File: src/rtl/sipo_frame_ctrl.sv
// sipo_frame_ctrl: start/stop framing sequencer for an external 8-bit SIPO
// shift register. It detects the start bit, strobes shift/clear at mid-bit,
// checks the stop bit and offers the captured word on a valid/ready port.
// Optional feature: define PARITY_CHECK_EN to add an even-parity bit between
// the data bits and the stop bit, together with the par_err output.
module sipo_frame_ctrl #(
  parameter int DATA_W       = 8,
  parameter int CLKS_PER_BIT = 16
) (
  input  logic              clk,
  input  logic              R_n,
  input  logic              ser_in,
  input  logic [DATA_W-1:0] par_in,
  output logic              shift_en,
  output logic              shift_clr,
  output logic [DATA_W-1:0] out_data,
  output logic              out_valid,
  input  logic              out_ready,
  output logic              busy,
  output logic              frame_err,
`ifdef PARITY_CHECK_EN
  output logic              par_err,
`endif
  output logic              overrun
);

  localparam int BAUD_W = (CLKS_PER_BIT > 2) ? $clog2(CLKS_PER_BIT) : 1;
  localparam int BIT_W  = (DATA_W > 1) ? $clog2(DATA_W) : 1;

  localparam logic [BAUD_W-1:0] BAUD_LAST = BAUD_W'(CLKS_PER_BIT - 1);
  localparam logic [BAUD_W-1:0] BAUD_HALF = BAUD_W'(CLKS_PER_BIT / 2 - 1);
  localparam logic [BIT_W-1:0]  BIT_LAST  = BIT_W'(DATA_W - 1);

  typedef enum logic [2:0] {
    ST_IDLE,
    ST_START,
    ST_DATA,
`ifdef PARITY_CHECK_EN
    ST_PARITY,
`endif
    ST_STOP,
    ST_BREAK
  } state_t;

  state_t            state_q;
  logic [BAUD_W-1:0] baud_cnt_q;
  logic [BIT_W-1:0]  bit_cnt_q;
  logic [1:0]        sync_q;
  logic [1:0]        sync_d;
  logic              rx;
  logic              baud_tick;
`ifdef PARITY_CHECK_EN
  logic              par_flag_q;
`endif

  // Next value of the two-stage synchroniser; rx is the settled line.
  always_comb begin
    sync_d    = {sync_q[0], ser_in};
    rx        = sync_q[1];
    baud_tick = (baud_cnt_q == BAUD_LAST);
  end

  // Synchroniser flops reset to the idle-high line level.
  always_ff @(posedge clk or negedge R_n) begin
    if (!R_n) begin
      sync_q <= '1;
    end else begin
      sync_q <= sync_d;
    end
  end

  // Frame sequencer with registered strobes, handshake and status outputs.
  always_ff @(posedge clk or negedge R_n) begin
    if (!R_n) begin
      state_q    <= ST_IDLE;
      baud_cnt_q <= '0;
      bit_cnt_q  <= '0;
      shift_en   <= 1'b0;
      shift_clr  <= 1'b0;
      out_data   <= '0;
      out_valid  <= 1'b0;
      busy       <= 1'b0;
      frame_err  <= 1'b0;
      overrun    <= 1'b0;
`ifdef PARITY_CHECK_EN
      par_err    <= 1'b0;
      par_flag_q <= 1'b0;
`endif
    end else begin
      shift_en  <= 1'b0;
      shift_clr <= 1'b0;
      frame_err <= 1'b0;
      overrun   <= 1'b0;
`ifdef PARITY_CHECK_EN
      par_err   <= 1'b0;
`endif
      // A load later in this block overrides the consume, keeping valid high.
      if (out_valid && out_ready) begin
        out_valid <= 1'b0;
      end

      case (state_q)
        ST_IDLE: begin
`ifdef PARITY_CHECK_EN
          par_flag_q <= 1'b0;
`endif
          if (!rx) begin
            state_q    <= ST_START;
            baud_cnt_q <= '0;
            shift_clr  <= 1'b1;
            busy       <= 1'b1;
          end
        end

        ST_START: begin
          if (baud_cnt_q == BAUD_HALF) begin
            if (rx) begin
              state_q <= ST_IDLE;
              busy    <= 1'b0;
            end else begin
              state_q    <= ST_DATA;
              baud_cnt_q <= '0;
              bit_cnt_q  <= '0;
            end
          end else begin
            baud_cnt_q <= baud_cnt_q + 1'b1;
          end
        end

        ST_DATA: begin
          if (baud_tick) begin
            baud_cnt_q <= '0;
            shift_en   <= 1'b1;
            bit_cnt_q  <= bit_cnt_q + 1'b1;
            if (bit_cnt_q == BIT_LAST) begin
`ifdef PARITY_CHECK_EN
              state_q <= ST_PARITY;
`else
              state_q <= ST_STOP;
`endif
            end
          end else begin
            baud_cnt_q <= baud_cnt_q + 1'b1;
          end
        end

`ifdef PARITY_CHECK_EN
        ST_PARITY: begin
          if (baud_tick) begin
            baud_cnt_q <= '0;
            state_q    <= ST_STOP;
            if ((^par_in) ^ rx) begin
              par_flag_q <= 1'b1;
            end
          end else begin
            baud_cnt_q <= baud_cnt_q + 1'b1;
          end
        end
`endif

        ST_STOP: begin
          if (baud_tick) begin
            baud_cnt_q <= '0;
            if (rx) begin
              state_q <= ST_IDLE;
              busy    <= 1'b0;
`ifdef PARITY_CHECK_EN
              if (par_flag_q) begin
                par_err <= 1'b1;
              end else
`endif
              if (out_valid && !out_ready) begin
                overrun <= 1'b1;
              end else begin
                out_data  <= par_in;
                out_valid <= 1'b1;
              end
            end else begin
              frame_err <= 1'b1;
              state_q   <= ST_BREAK;
            end
          end else begin
            baud_cnt_q <= baud_cnt_q + 1'b1;
          end
        end

        ST_BREAK: begin
          if (rx) begin
            state_q <= ST_IDLE;
            busy    <= 1'b0;
          end
        end

        default: begin
          state_q <= ST_IDLE;
          busy    <= 1'b0;
        end
      endcase
    end
  end

endmodule
File: config.mk
export PLATFORM = sky130hd
export DESIGN_NAME = sipo_frame_ctrl
export DESIGN_NICKNAME = d
export VERILOG_FILES = /design/src/rtl/sipo_frame_ctrl.sv
export SDC_FILE = /design/constraint.sdc
export NUM_CORES = 1
export LEC_CHECK = 0
export BUFFER_PORTS_ARGS = -buffer_cell sky130_fd_sc_hd__buf_4
export CAP_MARGIN = 20
export CELL_PAD_IN_SITES_DETAIL_PLACEMENT = 1
export CELL_PAD_IN_SITES_GLOBAL_PLACEMENT = 1
export CORE_MARGIN = 3
export CORE_UTILIZATION = 42
export CTS_CLUSTER_DIAMETER = 100
export DETAILED_ROUTE_END_ITERATION = 10
export PLACE_DENSITY = 0.83
export SYNTH_ARGS = -nofsm -noshare
export SYNTH_HDL_FRONTEND = slang
export SYNTH_SLANG_ARGS = --single-unit
export TNS_END_PERCENT = 10
File: constraint.sdc
create_clock -name clk -period 1.83 [get_ports clk]
set_input_delay 0.0915 -clock clk [delete_from_list [all_inputs] [get_ports clk]]
set_output_delay 0.0915 -clock clk [all_outputs]
set_load 0.01 [all_outputs]
==> run_results.csv, run 1 <==
group,metric,value,unit
status,status,"completed",
final_layout,drive_gt1_share,31.4,%
placed_design,gp_congestion,0.801,
timing,setup_viol,0,
final_layout,antenna_cells,0,
critical_path,critPathRequiredTime,2.04,ns
drt,antenna_left,0,
critical_path,timing.rr.start,"baud_cnt_q[0]$_DFFE_PN0P_",
logic_synthesis,syn_area_per_cell,11.5,um^2
clocking,cts_root_buffer,"clkbuf_4",
final_layout,nFillCells,330,
clocking,cts.sinks,26,
drt,drc_errors,0,
logic_synthesis,netlist_instances,119,
floorplanning,row_count,20,
drt,routed_wl,3520,um
critical_path,worstReg2RegEnd,"out_data[6]$_DFFE_PN0P_",
clocking,cts_tree,"done",
clocking,hold_buffers,10,
logic_synthesis,synth.distinct_cells,49,
logic_synthesis,ys_ff_latch,26,
timing,finClkSkew,0.00609,ns
critical_path,r2r_cells,4,
logic_synthesis,netlist_area,1370,um^2
critical_path,cp-end-kind,"flop",
worst_hold_path,hp-class,"input port to flop",
timing,worst_pin_slew,0.598,ns
floorplanning,die_w,63.1,um
drt,wl_per_cell,17.9,um
logic_synthesis,synth_ff_type,"dfrtp_1",
final_layout,final_cell_mix,"buf_4, dfrtp_1, dlygate4sd3_1",
critical_path,worstPathCellList,"ha_1 > and3_1 > and4_4 > mux2_4",
timing,fmax,0.568,GHz
clocking,clk_latency,0.31,ns
grt,globalRouteTotalUtil,19.0,%
floorplanning,start_util,44.4,%
drt,num_vias,1108,
worst_hold_path,holdPathStages,3,
drt,drtIter0Drc,43,
critical_path,criticalPathCategory,"flop to flop",
clocking,clk_pin_slew_worst_paths,0.13,ns
floorplanning,die_area,3980,um^2
clocking,cts_setup_buffers,0,
clocking,cts_resized,0,
grt,grt_pass1_wl,5890,um
critical_path,crit_path_top_delay_cell,"dfrtp_1",
placed_design,port_buffers,25,
critical_path,ff2ff_setup_slack,0.07,ns
timing,period_needed,1.76,ns
critical_path,startpoint_type,"flop",
final_layout,final_cells,197,
floorplanning,core,3080,um^2
logic_synthesis,syn_nets,134,
timing,report.final.slew_viol_count,0,
grt,grt_pass1_vias,1158,
power_and_ir_drop,p_leak,0.811,nW
final_layout,seqCellArea,653,um^2
timing,tns,0,ns
timing,layout_setup_ws,0.0690,ns
floorplanning,num_io_pins,26,
worst_hold_path,hold_path.startpoint,"out_ready",
final_layout,layout.nets,169,
placed_design,dpl_worst_slack,0.118,ns
drt,viasPerCell,5.62,
grt,grt_overflow_total,0,
logic_synthesis,synth_edf_count,0,
timing,slew_headroom,60.1,%
run,drv_cap,0,
clocking,cts.path.max_buffers,2,
timing,timing.final.crit_share,96.2,%
worst_hold_path,min_to,"overrun$_DFF_PN0_",
timing,rsz0062_at_grt,"false",
clocking,cts-buffers-inserted,3,
grt,grt_start_max_net_pins,27,
drt,drt-pass1-iter-count,4,
placed_design,hpwl,2370,um
power_and_ir_drop,ir_worst_vdd,796,uV
grt,grt_antenna_before_repair,0,
clocking,ctsHtreeMaxLevel,1,
floorplanning,die_h,63.1,um
power_and_ir_drop,power_density,1180,nW/um^2
logic_synthesis,yosysSeqAreaShare,47.8,%
placed_design,dpl.cell_count,183,
final_layout,final_common_cell,"buf_4",
final_layout,fin_util,55.2,%
logic_synthesis,yosys_warnings,0,
final_layout,multi_input_area,621,um^2
final_layout,areaGrowthSynthToFinish,24.2,%
critical_path,slowest_delay,0.49,ns
critical_path,crit_fanout,8,
critical_path,worstPathArrival,1.97,ns
timing,hold_viol,0,
logic_synthesis,ys_async_sr_fraction,100,%
worst max-delay path, delay by kind of cell, from the launching register on:
kind	cells	cell delay (ns)
adders and majority gates	1	0.20
DFF	1	0.49
muxes	1	0.33
and+or+nand+nor	2	0.64
metrics by stage:
| stage | power (mW) | instance area [um^2] | hold slack, ns |
|---|---|---|---|
| after detailed placement | 1.74 | 1570 | 0.0193 |
| after floorplan | 1.45 | 1370 | -0.204 |
| after CTS | 2.01 | 1700 | 0.0621 |
| after global placement | 1.68 | 1570 | 0.0173 |
| after global routing | 2.17 | 1700 | 0.0589 |
| final | 2.01 | 1700 | 0.0724 |
worst max path at each step:
stage                                   start                 endpoint  slack, ns
floorplan           baud_cnt_q[0]$_DFFE_PN0P_  out_data[0]$_DFFE_PN0P_       0.27
global placement    baud_cnt_q[0]$_DFFE_PN0P_  out_data[1]$_DFFE_PN0P_       0.21
detailed placement  baud_cnt_q[0]$_DFFE_PN0P_  out_data[0]$_DFFE_PN0P_       0.12
CTS                 baud_cnt_q[0]$_DFFE_PN0P_  out_data[0]$_DFFE_PN0P_       0.10
global route        baud_cnt_q[0]$_DFFE_PN0P_  out_data[6]$_DFFE_PN0P_      0.007
finish              baud_cnt_q[0]$_DFFE_PN0P_  out_data[6]$_DFFE_PN0P_       0.07
cell families after synthesis:
| group | after synthesis | synth area share (%) |
|---|---|---|
| flip-flops | 26 | 47.8 |
| AO/OA/AOI/OAI | 25 | 13.8 |
| adder cells (fa/ha/maj) | 4 | 3.48 |
| XOR/XNOR | 1 | 0.641 |
| AND/OR/NAND/NOR | 40 | 18.7 |
| buffers and inverters | 15 | 6.86 |
| multiplexers | 8 | 8.78 |
state kept, by name (all words and copies together), names as in the netlist:
signal / count
shift_clr: 1
sync_q: 2
shift_en: 1
frame_err: 1
bit_cnt_q: 3
busy: 1
baud_cnt_q: 4
out_valid: 1
out_data: 8
state_q: 3
overrun: 1
routing by layer:
metal / track usage, % / vias up / wire length (um)
li1: - / 512 / -
met1: 22.7 / 561 / 1430
met2: 33.3 / 29 / 1890
met3: 4.28 / 6 / 123
met4: 6.34 / 0 / 80
met5: 0 / - / 0
cells in the mapped netlist, types with 2 or more instances:
cell type,instances,share of area [%]
nor4_1,2,0.91
o211ai_1,5,2.7
nand3_1,5,1.8
o41ai_1,2,1.3
dfstp_2,2,3.8
nand4_1,3,1.4
buf_4,2,1.1
nor2_1,4,1.1
inv_2,2,0.55
ha_1,3,2.7
and3_1,2,0.91
dfrtp_1,24,44
a22o_1,2,1.3
nand2b_1,2,0.91
mux2_4,8,8.8
inv_1,3,0.82
nand2_1,5,1.4
a21oi_1,5,1.8
buf_2,5,1.8
and4bb_1,2,1.8
nor3_1,3,1.1
cell type report:
| class | count | area share, % |
|---|---|---|
| flip-flops and latches | 26 | 38.4 |
| repair buffers | 40 | 19.1 |
| well taps | 44 | 3.24 |
| clock buffers | 4 | 1.55 |
| multi-input cells | 78 | 36.5 |
| inverters | 5 | 1.10 |
power breakdown:
| part | switching, mW | leakage (nW) | internal, mW |
|---|---|---|---|
| clock network | 0.160 | 0.0150 | 0.0852 |
| logic | 0.499 | 0.462 | 0.439 |
| registers | 0.124 | 0.334 | 0.702 |
| total | 0.784 | 0.811 | 1.23 |
No activity file was read; power rests on OpenSTA's default activity.
==> inputs of run 2 (changes only) <==
--- a/config.mk
+++ b/config.mk
@@ -9,10 +9,10 @@
 export CAP_MARGIN = 20
 export CELL_PAD_IN_SITES_DETAIL_PLACEMENT = 1
 export CELL_PAD_IN_SITES_GLOBAL_PLACEMENT = 1
-export CORE_MARGIN = 3
 export CORE_UTILIZATION = 42
 export CTS_CLUSTER_DIAMETER = 100
 export DETAILED_ROUTE_END_ITERATION = 10
+export GPL_TIMING_DRIVEN = 0
 export PLACE_DENSITY = 0.83
 export SYNTH_ARGS = -nofsm -noshare
 export SYNTH_HDL_FRONTEND = slang
==> constraint.sdc (replaced) <==
create_clock -name clk -period 1.83 [get_ports clk]
set_input_delay 0.0915 -clock clk [delete_from_list [all_inputs] [get_ports clk]]
set_output_delay 0.0915 -clock clk [all_outputs]
set_load 0.005 [all_outputs]
==> run_results.csv, run 2 (synthesis gave the netlist of run 1 again) <==
group,metric,value,unit
grt,grt_overflow_total,0,
timing,period_needed,1.75,ns
clocking,hold_buffers,10,
final_layout,final_common_cell,"buf_4",
critical_path,startpoint_type,"flop",
critical_path,cp-end-kind,"flop",
status,status,"completed",
timing,setup_viol,0,
final_layout,largest_reg_flops,8,
drt,num_vias,1100,
placed_design,dpl_worst_slack,0.124,ns
clocking,clk_pin_slew_worst_paths,0.14,ns
drt,drtIter0Drc,23,
power_and_ir_drop,intPower,1.27,mW
power_and_ir_drop,p_leak,0.842,nW
worst_hold_path,hold_path.startpoint,"out_ready",
placed_design,port_buffers,25,
worst_hold_path,hp-class,"input port to flop",
final_layout,top_regs,"out_data (8), baud_cnt_q (4)",
floorplanning,start_util,44.4,%
power_and_ir_drop,p_comb_share,45.4,%
critical_path,crit_fanout,8,
worst_hold_path,holdPathStages,3,
timing,tns,0,ns
grt,globalRouteTotalUtil,21.8,%
final_layout,layout.nets,174,
grt,met1_usage,27.4,%
clocking,cts_root_buffer,"clkbuf_4",
floorplanning,core,3080,um^2
drt,routed_wl,3410,um
floorplanning,die_area,3490,um^2
final_layout,final_cell_mix,"buf_4, dfrtp_1, dlygate4sd3_1",
power_and_ir_drop,power_density,1160,nW/um^2
critical_path,critPathRequiredTime,2.06,ns
timing,hold_viol,0,
clocking,cts.sinks,26,
critical_path,worstReg2RegEnd,"out_data[4]$_DFFE_PN0P_",
placed_design,gp_congestion,0.885,
drt,wl_per_cell,16.9,um
grt,grt_antenna_before_repair,0,
clocking,clk_latency,0.33,ns
critical_path,r2r_cells,5,
floorplanning,num_io_pins,26,
clocking,ctsHtreeMaxLevel,1,
clocking,cts-buffers-inserted,3,
grt,met2_usage,37.5,%
timing,worst_pin_slew,0.401,ns
critical_path,worstPathArrival,1.98,ns
grt,grt_use_met3,5.02,%
clocking,cts_resized,0,
critical_path,crit_start,"baud_cnt_q[0]$_DFFE_PN0P_",
drt,viasPerCell,5.45,
clocking,cts.path.max_buffers,2,
drt,drt-pass1-iter-count,4,
placed_design,hpwl,2420,um
final_layout,antenna_cells,0,
drt,antenna_left,0,
floorplanning,row_count,20,
final_layout,drive_gt1_share,33.5,%
timing,slew_headroom,73.3,%
timing,layout_setup_ws,0.0793,ns
grt,grt_pass1_wl,5530,um
power_and_ir_drop,pwr-share-clk,14.7,%
power_and_ir_drop,p_switching,765,uW
power_and_ir_drop,sw_frac_of_total,37.6,%
power_and_ir_drop,ir_worst_vdd,649,uV
clocking,cts_setup_buffers,0,
critical_path,timing.rr.start,"baud_cnt_q[0]$_DFFE_PN0P_",
power_and_ir_drop,p_seq_share,39.9,%
timing,fmax,0.571,GHz
floorplanning,die_w,59.1,um
timing,finClkSkew,0.00519,ns
floorplanning,die_h,59.1,um
grt,grt_pass1_vias,1136,
timing,timing.final.crit_share,95.7,%
run,drv_cap,0,
drt,drc_errors,0,
clocking,cts_tree,"done",
worst_hold_path,min_to,"out_valid$_DFF_PN0_",
critical_path,criticalPathCategory,"flop to flop",
final_layout,areaGrowthSynthToFinish,27.7,%
grt,grt_busiest_layer,"met2",
final_layout,top_register,"out_data",
critical_path,ff2ff_setup_slack,0.08,ns
grt,grt_start_max_net_pins,27,
timing,report.final.slew_viol_count,0,
timing,rsz0062_at_grt,"false",
==> run 2: changes by cell type in the layout (fill, tap and decap cells not counted), sizes merged <==
cell and change:
buf +4, clkbuf +1
==> run 2: area by class of cell <==
class	instances	area (um^2)
Tap cell	44	55.1
Inverter	5	18.8
Sequential cell	26	653
Timing Repair Buffer	35	288
Clock buffer	4	36.3
Fill cell	347	1330
Buffer	10	75.1
Multi-Input combinational cell	78	621
==> run 2: stage by stage <==
| step | cells | area (um^2) | hold slack (ns) | utilization (%) | power [mW] |
|---|---|---|---|---|---|
| 6_report | 202 | 1750 | 0.0461 | 56.7 | 2.03 |
| 5_1_grt | 202 | 1750 | 0.0756 | 56.7 | 2.18 |
| 4_1_cts | 202 | 1750 | 0.0435 | 56.7 | 2.04 |
| 3_5_place_dp | 188 | 1610 | 0.0196 | 52.3 | 1.72 |
| 3_3_place_gp | 188 | 1610 | 0.0163 | 52.3 | 1.68 |
| 2_1_floorplan | 119 | 1370 | -0.204 | - | 1.43 |
==> run 2: worst max-delay path: stages, from the launching register on <==
cell and delay, ns:
dfrtp_1 0.50, ha_1 0.20, and3_1 0.26, and4_4 0.26
buf_12 0.13, mux2_4 0.30
==> run 2: worst max path at each step <==
stage,end
6_report,out_data[4]$_DFFE_PN0P_
5_1_grt,out_data[4]$_DFFE_PN0P_
4_1_cts,out_data[4]$_DFFE_PN0P_
3_5_place_dp,out_data[1]$_DFFE_PN0P_
3_3_place_gp,out_data[5]$_DFFE_PN0P_
2_1_floorplan,out_data[0]$_DFFE_PN0P_
==> run 2: power by group through the flow <==
| stage | clock [mW] | combinational [mW] | sequential (mW) |
|---|---|---|---|
| finish | 0.298 | 0.924 | 0.812 |
| CTS | 0.310 | 0.920 | 0.811 |
| global route | 0.334 | 1.02 | 0.828 |
| global placement | 0 | 0.866 | 0.811 |
| floorplan | 0 | 0.634 | 0.799 |
| detailed placement | 0 | 0.897 | 0.822 |
==> run 2: routing by layer <==
| layer | wire, um | up-vias |
|---|---|---|
| met4 | 35 | 0 |
| li1 | - | 521 |
| met1 | 1530 | 555 |
| met2 | 1740 | 18 |
| met5 | 0 | - |
| met3 | 109 | 6 |
